$ cat src/rtl/decompose_level.sv
// One level of the sym4 analysis bank: 8-tap low/high-pass FIR pair, decimated by 2.
// Fixed 4-cycle latency from the firing sample to the dout_valid strobe.
module decompose_level #(
    parameter int INTERNAL_WIDTH = 48,
    parameter int COEF_WIDTH = 25,
    parameter int COEF_FRAC = 23,
    parameter logic signed [COEF_WIDTH-1:0] DEC_LO0 = '0,
    parameter logic signed [COEF_WIDTH-1:0] DEC_LO1 = '0,
    parameter logic signed [COEF_WIDTH-1:0] DEC_LO2 = '0,
    parameter logic signed [COEF_WIDTH-1:0] DEC_LO3 = '0,
    parameter logic signed [COEF_WIDTH-1:0] DEC_LO4 = '0,
    parameter logic signed [COEF_WIDTH-1:0] DEC_LO5 = '0,
    parameter logic signed [COEF_WIDTH-1:0] DEC_LO6 = '0,
    parameter logic signed [COEF_WIDTH-1:0] DEC_LO7 = '0,
    parameter logic signed [COEF_WIDTH-1:0] DEC_HI0 = '0,
    parameter logic signed [COEF_WIDTH-1:0] DEC_HI1 = '0,
    parameter logic signed [COEF_WIDTH-1:0] DEC_HI2 = '0,
    parameter logic signed [COEF_WIDTH-1:0] DEC_HI3 = '0,
    parameter logic signed [COEF_WIDTH-1:0] DEC_HI4 = '0,
    parameter logic signed [COEF_WIDTH-1:0] DEC_HI5 = '0,
    parameter logic signed [COEF_WIDTH-1:0] DEC_HI6 = '0,
    parameter logic signed [COEF_WIDTH-1:0] DEC_HI7 = '0
) (
    input  logic                      clk,
    input  logic                      rst,
    input  logic                      clear,
    input  logic                      din_valid,
    input  logic [INTERNAL_WIDTH-1:0] x_in,
    output logic                      dout_valid,
    output logic [INTERNAL_WIDTH-1:0] a_out,
    output logic [INTERNAL_WIDTH-1:0] d_out
);

    localparam int W  = INTERNAL_WIDTH;
    localparam int PW = INTERNAL_WIDTH + COEF_WIDTH;
    localparam int SW = PW + 3;

    localparam logic signed [COEF_WIDTH-1:0] LO [8] = '{
        DEC_LO0, DEC_LO1, DEC_LO2, DEC_LO3, DEC_LO4, DEC_LO5, DEC_LO6, DEC_LO7
    };
    localparam logic signed [COEF_WIDTH-1:0] HI [8] = '{
        DEC_HI0, DEC_HI1, DEC_HI2, DEC_HI3, DEC_HI4, DEC_HI5, DEC_HI6, DEC_HI7
    };

    logic signed [W-1:0]  tap     [8];
    logic signed [PW-1:0] lo_prod [8];
    logic signed [PW-1:0] hi_prod [8];
    logic signed [SW-1:0] lo_sum_c;
    logic signed [SW-1:0] hi_sum_c;
    logic signed [SW-1:0] lo_sum;
    logic signed [SW-1:0] hi_sum;

    // Valid pipeline: fire_q -> prod_v -> sum_v -> dout_valid.
    logic phase;
    logic fire_q;
    logic prod_v;
    logic sum_v;

    // Tap line, phase and fire flag. Fire is derived only from accepted
    // samples, so any input cadence produces correctly aligned outputs.
    always_ff @(posedge clk or posedge rst) begin
        if (rst) begin
            for (int i = 0; i < 8; i++) tap[i] <= '0;
            phase  <= 1'b0;
            fire_q <= 1'b0;
        end else if (clear) begin
            for (int i = 0; i < 8; i++) tap[i] <= '0;
            phase  <= 1'b0;
            fire_q <= 1'b0;
        end else begin
            fire_q <= din_valid & phase;
            if (din_valid) begin
                tap[0] <= x_in;
                for (int i = 1; i < 8; i++) tap[i] <= tap[i-1];
                phase <= ~phase;
            end
        end
    end

    // Product stage: taps are stable one cycle after the firing sample.
    always_ff @(posedge clk or posedge rst) begin
        if (rst) begin
            for (int i = 0; i < 8; i++) begin
                lo_prod[i] <= '0;
                hi_prod[i] <= '0;
            end
        end else if (fire_q) begin
            for (int i = 0; i < 8; i++) begin
                lo_prod[i] <= PW'(tap[i]) * PW'(LO[i]);
                hi_prod[i] <= PW'(tap[i]) * PW'(HI[i]);
            end
        end
    end

    always_comb begin
        lo_sum_c = '0;
        hi_sum_c = '0;
        for (int i = 0; i < 8; i++) begin
            lo_sum_c = lo_sum_c + SW'(lo_prod[i]);
            hi_sum_c = hi_sum_c + SW'(hi_prod[i]);
        end
    end

    always_ff @(posedge clk or posedge rst) begin
        if (rst) begin
            lo_sum <= '0;
            hi_sum <= '0;
        end else if (prod_v) begin
            lo_sum <= lo_sum_c;
            hi_sum <= hi_sum_c;
        end
    end

    // Output stage: plain bit-select is a floor shift; upper bits wrap.
    always_ff @(posedge clk or posedge rst) begin
        if (rst) begin
            a_out <= '0;
            d_out <= '0;
        end else if (sum_v && !clear) begin
            a_out <= lo_sum[COEF_FRAC+W-1:COEF_FRAC];
            d_out <= hi_sum[COEF_FRAC+W-1:COEF_FRAC];
        end
    end

    always_ff @(posedge clk or posedge rst) begin
        if (rst) begin
            prod_v     <= 1'b0;
            sum_v      <= 1'b0;
            dout_valid <= 1'b0;
        end else if (clear) begin
            prod_v     <= 1'b0;
            sum_v      <= 1'b0;
            dout_valid <= 1'b0;
        end else begin
            prod_v     <= fire_q;
            sum_v      <= prod_v;
            dout_valid <= sum_v;
        end
    end

    // Guard and fraction bits of the sums are intentionally discarded.
    logic unused_sum_bits;
    assign unused_sum_bits = ^{lo_sum[SW-1:COEF_FRAC+W], lo_sum[COEF_FRAC-1:0],
                               hi_sum[SW-1:COEF_FRAC+W], hi_sum[COEF_FRAC-1:0]};

endmodule
$ cat config.mk
export PLATFORM = sky130hd
export DESIGN_NAME = decompose_level
export DESIGN_NICKNAME = d
export VERILOG_FILES = /design/src/rtl/decompose_level.sv
export SDC_FILE = /design/constraint.sdc
export NUM_CORES = 1
export LEC_CHECK = 0
export ABC_CLOCK_PERIOD_IN_PS = 950
export BUFFER_PORTS_ARGS = -buffer_cell sky130_fd_sc_hd__buf_4
export CAP_MARGIN = 20
export CORE_MARGIN = 2
export CORE_UTILIZATION = 28
export CTS_CLUSTER_DIAMETER = 100
export CTS_CLUSTER_SIZE = 30
export DETAILED_ROUTE_END_ITERATION = 10
export MAX_ROUTING_LAYER = met4
export PLACE_DENSITY = 0.81
export SYNTH_ARGS = -nofsm -noshare
export SYNTH_HDL_FRONTEND = slang
export SYNTH_SLANG_ARGS = --single-unit
$ cat constraint.sdc
create_clock -name clk -period 0.95 [get_ports clk]
set_input_delay 0.0475 -clock clk [delete_from_list [all_inputs] [get_ports clk]]
set_output_delay 0.0475 -clock clk [all_outputs]
set_load 0.05 [all_outputs]
==> summary.txt <==
Yosys
  • Yosys warning total: 0
  • Synth Register Bits: 5
  • Synth cell types: 8
  • Post-Synthesis Cells: 109
  • Seq/Total Area, Yosys: 0.139
  • Cell Area, Synth: 902 µm²
  • Mean area per synthesized cell: 8.28 µm²

Timing
  • Final setup violation count: 0
  • Final hold violation count: 0
  • Highest clock rate: ~1200 MHz
  • Unrepaired setup endpoints after global routing: false
  • Final worst path period share: 0.874
  • Hold slack final: 0.0858 ns
  • Slew Viols, Final: 0
  • Total negative slack: 0 ns
  • Skew final: 0.000919 ns
  • Min Clock Period, post-route: roughly 0.83 ns

Route
  • Detailed Routing Iterations Pass 1: 2
  • DR vias/cell: 2.23
  • Residual DRC: 0
  • WL final: 759 µm
  • Post-DRT Antenna Nets: 0
  • WL per Instance: 4.69 µm
  • Initial drt markers: 5
  • Via count: approximately 360

Floorplan
  • Site Rows: 20
  • I/O pin count: roughly 150
  • Die area: 0.00369 mm²
  • Starting density of the core: 0.295
  • Die Y: 60.8 µm
  • Total core area: 0.00305 mm²
  • Die X: about 61 µm

Power
  • Leakage: 0.456 nW
  • PwrDens: 1990 mW/mm²
  • Worst VDD drop: around 0.4 mV

GRT
  • First-pass GRT wire length: 621 µm
  • Initial antenna violation count: 0
  • Gr usage total: 0.0283
  • Gr ovfl total: 0
  • Vias in the first global route: about 160
  • Largest net degree at the start of global routing: 6

Setup path
  • Cell class contributing the biggest share of worst-path delay: flip-flops
  • Worst Path Buf+Inv: 1
  • Worst Setup End Kind: primary output
  • CP max-delay cell: dfrtp_1
  • Worst Setup Start Kind: flop
  • Worst EP arrival: 0.78 ns
  • Worst Path Required: 0.90 ns
  • CP Cell Sequence: buf_4
  • Slowest Stage Delay on Critical Path: 0.36 ns
  • Max FO, Critical Path: 1
  • CP Class: flop to primary output

Clock network
  • CTS-repair resized insts: 0
  • H-tree levels: 1
  • TritonCTS clock tree: done
  • Skew-Pair Late Insertion Delay: 0.24 ns
  • Clk buf depth: 2
  • Clock root cell: clkbuf_4
  • Sink Count: 5
  • Setup repair bufs after CTS: 0
  • Clk slew on worst S/H paths: around 0.040 ns
  • CTS buffer count: 3
  • # hold bufs at CTS: 2

Placed design
  • Port Buffers: 4
  • DP Wirelength: 679 µm
  • GPL Wtd Cong: about 0.57

Layout
  • Share of layout cells above drive strength 1: 0.0932
  • Layout area overhead: -25.8%
  • # diodes: 0
  • Final net count: around 170

Run status
  • Outcome: finished clean

Min path
  • Worst Hold Class: input pin to flop

Run
  • Max Cap Violations: 0
-- cell usage in the layout (no fill, tap or decap), drive strengths merged --
master and n:
conb 96, dfrtp 5, nor2 1, and3b 1, xnor2 1, buf 4, inv 1, clkbuf 4
dlygate4sd3 2, and2b 3
-- through the flow --
step	instances	total power, mW	utilization	worst slack (ns)	cell area [µm²]
2_1_floorplan	204	1.37	-	0.288	1260
3_3_place_gp	156	1.08	0.204	0.272	623
3_5_place_dp	156	1.08	0.204	0.259	623
4_1_cts	162	1.33	0.219	0.105	669
5_1_grt	162	1.40	0.219	0.0839	669
6_report	162	1.33	0.219	0.120	669
-- layer usage --
| layer | track usage | part of all wire | routed length, µm |
|---|---|---|---|
| met4 | 0.0373 | 0.013 | 10 |
| met1 | 0.0166 | 0.21 | 158 |
| met3 | 0.0256 | 0.26 | 197 |
| met2 | 0.0399 | 0.52 | 391 |
| met5 | - | 0 | 0 |
-- registers in the layout, summed over array words and instances, names as in the netlist --
signal,cells
dout_valid,1
sum_v,1
fire_q,1
phase,1
prod_v,1
-- cell families after synthesis --
logic type,after synthesis,share of synthesized area
XOR/XNOR,1,0.00971
buffers and inverters,97,0.803
flip-flops,5,0.139
other,1,0.00416
AND/OR/NAND/NOR,5,0.0444
-- area by class of cell --
class | count | area (µm²)
fill | 347 | 2380
sequential | 5 | 125
clock buffer | 4 | 26.3
multi-input combinational | 102 | 409
inverter | 1 | 3.75
timing repair buffer | 6 | 50.0
tap | 44 | 55.1
-- power breakdown --
part           total, mW  internal, mW  switching (mW)  leakage (nW)
Combinational      0.865        0.0228           0.842         0.373
Sequential         0.226         0.222         0.00409        0.0683
Clock              0.241         0.158          0.0821        0.0150
Total               1.33         0.403           0.928         0.456
-- synth_stat cells --
library cell / number / share of area
and2b_2: 3 / 0.029
inv_1: 1 / 0.0042
buf_4: 96 / 0.80
dfrtp_1: 5 / 0.14
and3b_2: 1 / 0.011
xnor2_1: 1 / 0.0097
nor2_1: 1 / 0.0042
conb_1: 1 / 0.0042
-- worst paths after layout --
path / endpoint / startpoint / slack (ns) / depth (start not counted)
hold / removal: phase$_DFFE_PP0P_ / din_valid / 0.09 / 3
setup reg to reg: phase$_DFFE_PP0P_ / phase$_DFFE_PP0P_ / 0.25 / 2
max in group asynchronous: prod_v$_DFF_PP0_ / rst / 0.52 / 3
setup / recovery: dout_valid / dout_valid$_DFF_PP0_ / 0.12 / 1
hold reg to reg: sum_v$_DFF_PP0_ / prod_v$_DFF_PP0_ / 0.47 / 1
min in group asynchronous: sum_v$_DFF_PP0_ / rst / 0.26 / 3
No activity file was read; power rests on OpenSTA's default activity.
